==> src/rtl/ft245_stream_bridge.sv <==
// rtl/ft245_stream_bridge.sv - valid/ready byte streams to ft245_ifc toggle seq/ack bridge
//
// Purpose: buffers host TX bytes and ft245_ifc RX bytes in two independent FIFOs.
// It converts between valid/ready streams and ft245_ifc's toggle handshakes.
// Ports:
//   clk_i, reset_i                       clock, asynchronous active-high reset
//   tx_in_data_i/valid_i/ready_o         host -> bridge byte stream
//   rx_out_data_o/valid_o/ready_i        bridge -> host byte stream (show-ahead)
//   tx_level_o, rx_level_o               FIFO occupancies
//   ifc_tx_data_o/seq_o, ifc_tx_ack_i    toggle handshake toward ft245_ifc TX
//   ifc_rx_data_i/seq_i, ifc_rx_ack_o    toggle handshake from ft245_ifc RX
module ft245_stream_bridge #(
  parameter int TX_DEPTH_LOG2 = 4,
  parameter int RX_DEPTH_LOG2 = 4
) (
  input  logic                     clk_i,
  input  logic                     reset_i,
  input  logic [7:0]               tx_in_data_i,
  input  logic                     tx_in_valid_i,
  output logic                     tx_in_ready_o,
  output logic [7:0]               rx_out_data_o,
  output logic                     rx_out_valid_o,
  input  logic                     rx_out_ready_i,
  output logic [TX_DEPTH_LOG2:0]   tx_level_o,
  output logic [RX_DEPTH_LOG2:0]   rx_level_o,
  output logic [7:0]               ifc_tx_data_o,
  output logic                     ifc_tx_seq_o,
  input  logic                     ifc_tx_ack_i,
  input  logic [7:0]               ifc_rx_data_i,
  input  logic                     ifc_rx_seq_i,
  output logic                     ifc_rx_ack_o
);

  localparam int TX_DEPTH = 1 << TX_DEPTH_LOG2;
  localparam int RX_DEPTH = 1 << RX_DEPTH_LOG2;

  typedef enum logic {ST_SYNC, ST_RUN} state_e;

  state_e                 state_q;
  logic [7:0]             ifc_tx_data_q;
  logic                   ifc_tx_seq_q;
  logic                   ifc_rx_ack_q;

  logic [7:0]             tx_mem_q [TX_DEPTH];
  logic [TX_DEPTH_LOG2:0] tx_wr_q, tx_wr_d, tx_rd_q, tx_rd_d;
  logic [7:0]             rx_mem_q [RX_DEPTH];
  logic [RX_DEPTH_LOG2:0] rx_wr_q, rx_wr_d, rx_rd_q, rx_rd_d;

  logic run;
  logic tx_empty, tx_full, tx_push, tx_pop;
  logic rx_empty, rx_full, rx_push, rx_pop;
  logic [7:0] tx_head;

  assign run = (state_q == ST_RUN);

  // Pointers carry one extra wrap bit so full and empty are distinguishable.
  assign tx_empty = (tx_wr_q == tx_rd_q);
  assign tx_full  = (tx_wr_q[TX_DEPTH_LOG2] != tx_rd_q[TX_DEPTH_LOG2]) &&
                    (tx_wr_q[TX_DEPTH_LOG2-1:0] == tx_rd_q[TX_DEPTH_LOG2-1:0]);
  assign rx_empty = (rx_wr_q == rx_rd_q);
  assign rx_full  = (rx_wr_q[RX_DEPTH_LOG2] != rx_rd_q[RX_DEPTH_LOG2]) &&
                    (rx_wr_q[RX_DEPTH_LOG2-1:0] == rx_rd_q[RX_DEPTH_LOG2-1:0]);

  assign tx_in_ready_o = run && !tx_full;
  assign tx_push       = tx_in_valid_i && tx_in_ready_o;
  // The ifc is free for a new byte once it has acked the last toggle.
  assign tx_pop        = run && (ifc_tx_seq_q == ifc_tx_ack_i) && !tx_empty;
  assign tx_head       = tx_mem_q[tx_rd_q[TX_DEPTH_LOG2-1:0]];

  // Withholding the ack while full stalls ft245_ifc, so no RX byte is dropped.
  assign rx_push       = run && (ifc_rx_seq_i != ifc_rx_ack_q) && !rx_full;
  assign rx_out_valid_o = !rx_empty;
  assign rx_pop        = rx_out_valid_o && rx_out_ready_i;
  assign rx_out_data_o = rx_mem_q[rx_rd_q[RX_DEPTH_LOG2-1:0]];

  assign tx_level_o    = tx_wr_q - tx_rd_q;
  assign rx_level_o    = rx_wr_q - rx_rd_q;

  assign ifc_tx_data_o = ifc_tx_data_q;
  assign ifc_tx_seq_o  = ifc_tx_seq_q;
  assign ifc_rx_ack_o  = ifc_rx_ack_q;

  always_comb begin
    tx_wr_d = tx_wr_q + {{TX_DEPTH_LOG2{1'b0}}, tx_push};
    tx_rd_d = tx_rd_q + {{TX_DEPTH_LOG2{1'b0}}, tx_pop};
    rx_wr_d = rx_wr_q + {{RX_DEPTH_LOG2{1'b0}}, rx_push};
    rx_rd_d = rx_rd_q + {{RX_DEPTH_LOG2{1'b0}}, rx_pop};
  end

  always_ff @(posedge clk_i or posedge reset_i) begin
    if (reset_i) begin
      tx_wr_q <= '0;
      tx_rd_q <= '0;
      rx_wr_q <= '0;
      rx_rd_q <= '0;
    end else begin
      tx_wr_q <= tx_wr_d;
      tx_rd_q <= tx_rd_d;
      rx_wr_q <= rx_wr_d;
      rx_rd_q <= rx_rd_d;
    end
  end

  // Storage is not reset; pointers alone define what is valid.
  always_ff @(posedge clk_i) begin
    if (tx_push) tx_mem_q[tx_wr_q[TX_DEPTH_LOG2-1:0]] <= tx_in_data_i;
    if (rx_push) rx_mem_q[rx_wr_q[RX_DEPTH_LOG2-1:0]] <= ifc_rx_data_i;
  end

  // ft245_ifc's seq/ack flops are not reset, so the first cycle after reset
  // adopts its current handshake levels instead of assuming zero.
  always_ff @(posedge clk_i or posedge reset_i) begin
    if (reset_i) begin
      state_q       <= ST_SYNC;
      ifc_tx_data_q <= 8'h00;
      ifc_tx_seq_q  <= 1'b0;
      ifc_rx_ack_q  <= 1'b0;
    end else begin
      case (state_q)
        ST_SYNC: begin
          ifc_tx_seq_q <= ifc_tx_ack_i;
          ifc_rx_ack_q <= ifc_rx_seq_i;
          state_q      <= ST_RUN;
        end
        default: begin
          if (tx_pop) begin
            ifc_tx_data_q <= tx_head;
            ifc_tx_seq_q  <= !ifc_tx_seq_q;
          end
          if (rx_push) ifc_rx_ack_q <= ifc_rx_seq_i;
        end
      endcase
    end
  end

endmodule

==> config.mk <==
export PLATFORM = sky130hd
export DESIGN_NAME = ft245_stream_bridge
export DESIGN_NICKNAME = d
export VERILOG_FILES = /design/src/rtl/ft245_stream_bridge.sv
export SDC_FILE = /design/constraint.sdc
export NUM_CORES = 1
export LEC_CHECK = 0
export ABC_AREA = 1
export CORE_ASPECT_RATIO = 0.8
export CORE_MARGIN = 4
export CORE_UTILIZATION = 55
export DETAILED_ROUTE_END_ITERATION = 12
export GPL_ROUTABILITY_DRIVEN = 0
export PLACE_DENSITY = 0.72
export SLEW_MARGIN = 20
export SYNTH_ARGS = -nofsm -noshare
export SYNTH_HDL_FRONTEND = slang
export SYNTH_SLANG_ARGS = --single-unit
export TNS_END_PERCENT = 1
==> constraint.sdc <==
create_clock -name clk_i -period 2.8 [get_ports clk_i]
set_clock_uncertainty 0.15 [all_clocks]
set_input_delay 0.56 -clock clk_i [delete_from_list [all_inputs] [get_ports clk_i]]
set_output_delay 0.56 -clock clk_i [all_outputs]
set_load 0.01 [all_outputs]
==> flow_metrics.tcl, run 1 <==
set metrics [dict create \
    worst-r2r-setup-slack_ns 0.31 \
    ys_ff_latch 287 \
    yosys.area.top_type_share_pct 62.0 \
    final-hold-violation-count 0 \
    post-route-drc-count 0 \
    worst-slew-pin-transition_ns 0.762 \
    worst_r2r_endpoint "ifc_tx_data_o[2]$_DFFE_PP0P_" \
    switching_power_uw 5830 \
    n_antenna_cell 0 \
    cts-buffers-inserted 28 \
    num-fill-cells 1619 \
    slew_violations 0 \
    avgSynthCellArea_sq_um 11.0 \
    route.antenna.remaining_nets 0 \
    synth_area_leader "edfxtp_1" \
    via_per_inst 5.53 \
    synth_enable_flop_cells 256 \
    ctsHtreeMaxLevel 1 \
    detailedPlace.worstSlack_ns 0.0233 \
    rows 48 \
    setup.worst_path.class "flip-flop to output pin" \
    final_period_minus_worst_setup_slack_ns 2.80 \
    cp_max_fo 2 \
    io_buffer_count 51 \
    cp-end-kind "output pin" \
    yosysWarningCount 0 \
    layout_stage_area_growth_over_the_synthesis_result_pct 17.8 \
    postSynthCellCount 1123 \
    clockPowerShare_pct 23.3 \
    rsz0062_at_grt "true" \
    tritoncts "done" \
    worst_skew_late_latency_ns 0.53 \
    clkSinkCount 287 \
    synth.cell_area_sq_mm 0.0124 \
    synth_seq_area_share_pct 68.2 \
    timing.rr.start "tx_rd_q[0]$_DFF_PP0_" \
    p_per_area_mw_per_mm2 1070 \
    ctsRootBufferMaster "clkbuf_16" \
    clock_transition_at_the_register_clock_pins_on_the_worst_setup_and_hold_paths_after_cts_ns 0.06 \
    routed-via-count 8545 \
    design.portCount 52 \
    power.static_leakage_uw 0.00581 \
    hp-class "input port to async pin" \
    via_count_of_the_first_global_routing_pass 8084 \
    worst_setup_path_start_kind "flip-flop" \
    critical_path.slowest_cell "dfrtp_2" \
    final_period_util_pct 100 \
    max_clock_freq_mhz 357 \
    netSwitchingFraction_pct 37.5 \
    drt-pass1-iter-count 5 \
    grt_pass1_wl_um 45200 \
    setup_viol 1 \
    critical_path_required_ns 2.09 \
    fp.dieH_um 142 \
    ir_worst_vdd_mv 1.50 \
    ys_top_cells_by_area "edfxtp_1, nand2_1, dfrtp_1, nor2_1, nand3_1" \
    combinationalPowerShare_pct 42.5 \
    final-seq-area_sq_mm 0.00847 \
    grt_start_max_net_pins 67 \
    ys_types 34 \
    design.final.nets 1266 \
    core-area_sq_mm 0.0219 \
    maxSlewHeadroom_pct 49.2 \
    drt-wirelength-per-cell_um 18.9 \
    total_power_uw 15600 \
    die_area_sq_mm 0.0250 \
    outcome "complete, but fails checks" \
    drv_cap 0 \
    multi_input_area_sq_mm 0.00319 \
    cp.arrival_ns 2.09 \
    cp_slowest_stage_delay_ns 0.42 \
    cellInternalPower_uw 9730 \
    mappedNetlistNets 1163 \
    dp.final_hpwl_um 17500 \
    antenna_violations_before_repair 0 \
    clock_tree.buffer_depth 3 \
    violations "negative setup slack" \
    synth-main-ff-cell "edfxtp_1" \
    gr-usage-all-layers_pct 23.1 \
    cell_chain_of_the_critical_path "ha_2 -> fa_2 -> o21ai_1 -> a21oi_1 -> xor2_1 -> buf_2" \
    gr-total-overflow 0 \
    synth-async-reset-ratio_pct 10.8 \
    die_span_in_x_um 176 \
    p_seq_share_pct 34.3 \
    setup_slack_ns -0.000361 \
    drive_above_1_share_pct 12.2 \
    routed_wirelength_um 29200 \
    start_util_pct 56.7 \
    drt_iter0_markers 1131 \
    reg2reg_depth 10 \
]
[placed cells by master, fill, tap and decap left out, types with 6 or more instances in the layout]
master	n
edfxtp_1	256
inv_1	131
clkinv_1	6
clkbuf_2	7
o211ai_1	17
nand2_1	225
buf_2	6
clkbuf_16	31
clkdlybuf4s50_1	33
nor3_1	16
xor2_1	14
buf_4	57
o22ai_1	16
o21ai_1	19
clkbuf_1	11
nor2_1	137
o21ai_0	49
nand3_1	103
dfrtp_1	28
ha_1	13
[final cells by class]
class / instances / share of cell area [%]
clock buffer: 42 / 5.44
clock inverter: 8 / 0.608
inverter: 139 / 3.68
multi-input combinational: 649 / 21.8
sequential: 287 / 58.0
tap: 300 / 2.57
timing repair buffer: 121 / 7.91
[power by group through the flow]
stage	logic (uW)	registers (uW)	clock network, uW
6_report	6610	5330	3620
2_1_floorplan	3750	5430	0
3_3_place_gp	6180	5380	0
5_1_grt	7250	5360	3850
3_5_place_dp	6280	5400	0
4_1_cts	6400	5320	3660
[worst max-delay path: cells and delay by family, from the launching register on]
| family | cells | cell delay (ns) |
|---|---|---|
| AO/OA/AOI/OAI | 2 | 0.22 |
| XOR/XNOR | 1 | 0.20 |
| flip-flops | 1 | 0.42 |
| adder cells (fa/ha/maj) | 2 | 0.54 |
| buffers and inverters | 1 | 0.19 |
[layer usage]
| layer | part of all wire [%] | vias up | GRT usage [%] |
|---|---|---|---|
| li1 | - | 3981 | - |
| met3 | 9.2 | 44 | 3.67 |
| met1 | 44 | 4105 | 35.6 |
| met2 | 45 | 415 | 35.3 |
| met5 | 0 | - | 0 |
| met4 | 1.7 | 0 | 5.29 |
[stage by stage]
step	hold slack, ns	util [%]	cell area (sq um)	instances	TNS [ns]
after global routing	0.320	66.8	14600	1546	-0.218
after detailed placement	0.331	62.0	13600	1489	0
after global placement	0.330	62.0	13600	1489	0
final	0.280	66.8	14600	1546	-0.000361
after floorplan	0.314	-	12400	1123	-2.32
after CTS	0.290	66.5	14500	1542	-1.30
[what timing repair did]
| action | in CTS | in global routing |
|---|---|---|
| endpoints found under the setup margin | 18 | 17 |
| resized for setup | 43 | 50 |
| gates cloned | 3 | 2 |
| hold buffers | 0 | 0 |
| pin swaps | 1 | 8 |
| buffers inserted | 0 | 2 |
[synth_stat cells, types with 16 or more instances]
cell type	instances
inv_1	132
nand2_1	227
dfrtp_1	31
o211ai_1	17
nor2_1	140
o21ai_0	62
buf_2	25
edfxtp_1	256
o22ai_1	16
nand3_1	103
ha_1	16
nor3_1	16
[how the worst max path moves through the flow]
stage / start / end / slack [ns] / cells after the start
2_1_floorplan: tx_rd_q[2]$_DFF_PP0_ / tx_mem_q[15][0]$_DFFE_PP_ / -0.03 / 10
3_3_place_gp: rx_wr_q[0]$_DFF_PP0_ / rx_level_o[4] / 0.07 / 7
3_5_place_dp: rx_wr_q[0]$_DFF_PP0_ / rx_level_o[4] / 0.02 / 7
4_1_cts: rx_rd_q[0]$_DFF_PP0_ / rx_out_data_o[5] / -0.22 / 10
5_1_grt: rx_rd_q[0]$_DFF_PP0_ / rx_level_o[4] / -0.07 / 6
6_report: rx_rd_q[0]$_DFF_PP0_ / rx_level_o[4] / -0.0004 / 6
[logic make-up after synthesis]
kind of cell / after synthesis / share of synthesized area (%)
buf+inv: 187 / 6.43
fa+ha+maj: 18 / 1.94
compound gates: 109 / 5.05
flops: 287 / 68.2
simple gates: 502 / 17.0
xor+xnor: 19 / 1.34
other cells: 1 / 0.0302
[sequential cells by signal, summed over array words and instances, names as in the netlist]
register,cells
rx_wr_q,5
ifc_tx_seq_o,1
rx_mem_q,128
rx_rd_q,5
ifc_rx_ack_o,1
run,1
ifc_tx_data_o,8
tx_wr_q,5
tx_mem_q,128
tx_rd_q,5
Power figures use the tool's default switching activity.
==> run 2: changes to the inputs <==
--- a/config.mk
+++ b/config.mk
@@ -11,6 +11,7 @@
 export CORE_UTILIZATION = 55
 export DETAILED_ROUTE_END_ITERATION = 12
 export GPL_ROUTABILITY_DRIVEN = 0
+export HOLD_SLACK_MARGIN = 0.12
 export PLACE_DENSITY = 0.72
 export SLEW_MARGIN = 20
 export SYNTH_ARGS = -nofsm -noshare
==> results of run 2 <==
Final layout, timing and power as in run 1 (identical DEF).
==> run 3: changes to the inputs <==
--- a/config.mk
+++ b/config.mk
@@ -7,13 +7,13 @@
 export LEC_CHECK = 0
 export ABC_AREA = 1
 export CORE_ASPECT_RATIO = 0.8
-export CORE_MARGIN = 4
 export CORE_UTILIZATION = 55
 export DETAILED_ROUTE_END_ITERATION = 12
 export GPL_ROUTABILITY_DRIVEN = 0
 export HOLD_SLACK_MARGIN = 0.12
 export PLACE_DENSITY = 0.72
-export SLEW_MARGIN = 20
+export SKIP_LAST_GASP = 1
+export SLEW_MARGIN = 15
 export SYNTH_ARGS = -nofsm -noshare
 export SYNTH_HDL_FRONTEND = slang
 export SYNTH_SLANG_ARGS = --single-unit
==> run 3 against run 2 <==
  * The flow still finishes with violations (negative setup slack)
  * Cell area is 0.57% lower
  * Clock power rose by 8.3%
  * Die area fell by 7.5%
  * Critical path depth is the same
  * Flip-flop and latch count did not move
  * Critical path type unchanged
  * Critical endpoint is now tx_in_ready_o
==> flow_metrics.tcl, run 3 (same netlist as run 1, synthesis figures left out) <==
set metrics [dict create \
    final-hold-violation-count 0 \
    start_util_pct 56.7 \
    worst_skew_late_latency_ns 0.54 \
    outcome "complete, but fails checks" \
    drive_above_1_share_pct 10.1 \
    gr-usage-all-layers_pct 24.6 \
    combinationalPowerShare_pct 40.1 \
    rsz0062_at_grt "true" \
    die_span_in_x_um 170 \
    drv_cap 0 \
    dp.final_hpwl_um 17400 \
    drt_iter0_markers 841 \
    clock_transition_at_the_register_clock_pins_on_the_worst_setup_and_hold_paths_after_cts_ns 0.06 \
    setup_slack_ns -0.228 \
    clock_tree.buffer_depth 3 \
    total_power_uw 15400 \
    cp-end-kind "output pin" \
    via_per_inst 5.35 \
    cellInternalPower_uw 9770 \
    power.static_leakage_uw 0.00581 \
    core_occupancy_in_the_finished_layout_pct 66.4 \
    design.portCount 52 \
    netSwitchingFraction_pct 36.6 \
    critical_path_required_ns 2.09 \
    worst-slew-pin-transition_ns 0.799 \
    clockPowerShare_pct 25.5 \
    maxSlewHeadroom_pct 46.5 \
    p_per_area_mw_per_mm2 1060 \
    violations "negative setup slack" \
    cp_slowest_stage_delay_ns 0.57 \
    io_buffer_count 51 \
    final_period_minus_worst_setup_slack_ns 3.03 \
    ctsRootBufferMaster "clkbuf_16" \
    routed-via-count 8241 \
    fp.dieH_um 136 \
    drt-wirelength-per-cell_um 17.8 \
    design.final.nets 1257 \
    tritoncts "done" \
    worst_setup_path_start_kind "flip-flop" \
    cell_chain_of_the_critical_path "buf_4 -> ha_1 -> nand2_1 -> inv_1 -> a31oi_4 -> clkdlybuf4s50_1" \
    clkSinkCount 287 \
    die_area_sq_mm 0.0232 \
    hp-class "input port to async pin" \
    cp_max_fo 5 \
    layout_stage_area_growth_over_the_synthesis_result_pct 17.1 \
    routed_wirelength_um 27400 \
    setup.worst_path.class "flip-flop to output pin" \
    most-common-layout-cells "edfxtp_1, nand2_1, nor2_1" \
    post-route-drc-count 0 \
    core-area_sq_mm 0.0219 \
    max_clock_freq_mhz 330 \
    p_seq_share_pct 34.5 \
    route.antenna.remaining_nets 0 \
    slew_violations 0 \
    final_period_util_pct 108 \
    num-fill-cells 1627 \
    gr-total-overflow 0 \
    antenna_violations_before_repair 0 \
    cts-buffers-inserted 28 \
    cts_hold_buffers 0 \
    detailedPlace.worstSlack_ns 0.0622 \
    critical_path.slowest_cell "clkdlybuf4s50_1" \
    cp.arrival_ns 2.32 \
    switching_power_uw 5640 \
    ir_worst_vdd_mv 1.16 \
    ctsHtreeMaxLevel 1 \
    mostFrequentLayoutCell "edfxtp_1" \
    drt-pass1-iter-count 5 \
    via_count_of_the_first_global_routing_pass 7617 \
    n_antenna_cell 0 \
    setup_viol 15 \
    rows 48 \
    grt_pass1_wl_um 42800 \
    grt_start_max_net_pins 67 \
]
-- run 3: cell type report --
cell class,count,area [sq um],area share (%)
sequential,287,8470,58.3
clock inverter,17,195,1.34
multi-input combinational,649,3140,21.6
clock buffer,35,778,5.36
inverter,139,529,3.64
timing repair buffer,111,1030,7.11
tap,300,375,2.58
timing repair inverter,1,6.26,0.0431
-- run 3: final timing paths --
| path | start | slack (ns) | to | cells past startpoint |
|---|---|---|---|---|
| worst min register to register | rx_wr_q[4]$_DFF_PP0_ | 0.35 | rx_wr_q[4]$_DFF_PP0_ | 1 |
| worst min-delay path | reset_i | 0.28 | rx_wr_q[1]$_DFF_PP0_ | 3 |
| max in group asynchronous | reset_i | 1.86 | rx_rd_q[1]$_DFF_PP0_ | 3 |
| min in group clk_i | rx_wr_q[4]$_DFF_PP0_ | 0.35 | rx_wr_q[4]$_DFF_PP0_ | 1 |
| worst max-delay path | tx_wr_q[1]$_DFF_PP0_ | -0.23 | tx_in_ready_o | 6 |
| worst max register to register | rx_wr_q[1]$_DFF_PP0_ | 0.23 | rx_mem_q[1][4]$_DFFE_PP_ | 7 |
-- run 3: what timing repair did --
item                                    4_1_cts  5_1_grt
pin swaps                                     3        0
gates resized for setup                      26        3
buffers inserted                              2        0
gates cloned                                  2        0
endpoints found under the setup margin       18       18
-- run 3: critical path: cells and delay by family (launching register included) --
family	cells	cell delay, ns
and+or+nand+nor	1	0.08
DFF	1	0.38
adders and majority gates	1	0.32
buffers and inverters	3	0.79
AOI/OAI and AO/OA	1	0.22
-- run 3: stage by stage --
step           hold WS (ns)  instances  cell area (sq um)  TNS [ns]
2_1_floorplan         0.314       1123              12400     -2.32
3_3_place_gp          0.329       1483              13500         0
3_5_place_dp          0.335       1483              13500         0
4_1_cts               0.287       1539              14500     -2.48
5_1_grt               0.344       1539              14500     -3.75
6_report              0.281       1539              14500     -2.12
-- run 3: per-layer routing --
metal | share of wire [%] | global-route usage (%) | up-vias
li1 | - | - | 3967
met1 | 47 | 39.3 | 3909
met2 | 44 | 35.3 | 335
met3 | 8.2 | 3.81 | 30
met4 | 1.2 | 5.46 | 0
met5 | 0 | 0 | -
-- run 3: power by group through the flow --
stage	registers (uW)	logic [uW]	clock network, uW
after floorplan	5430	3750	0
after global placement	5370	6050	0
after detailed placement	5390	6130	0
after CTS	5310	6150	3960
after global routing	5350	6820	4130
final	5310	6170	3920
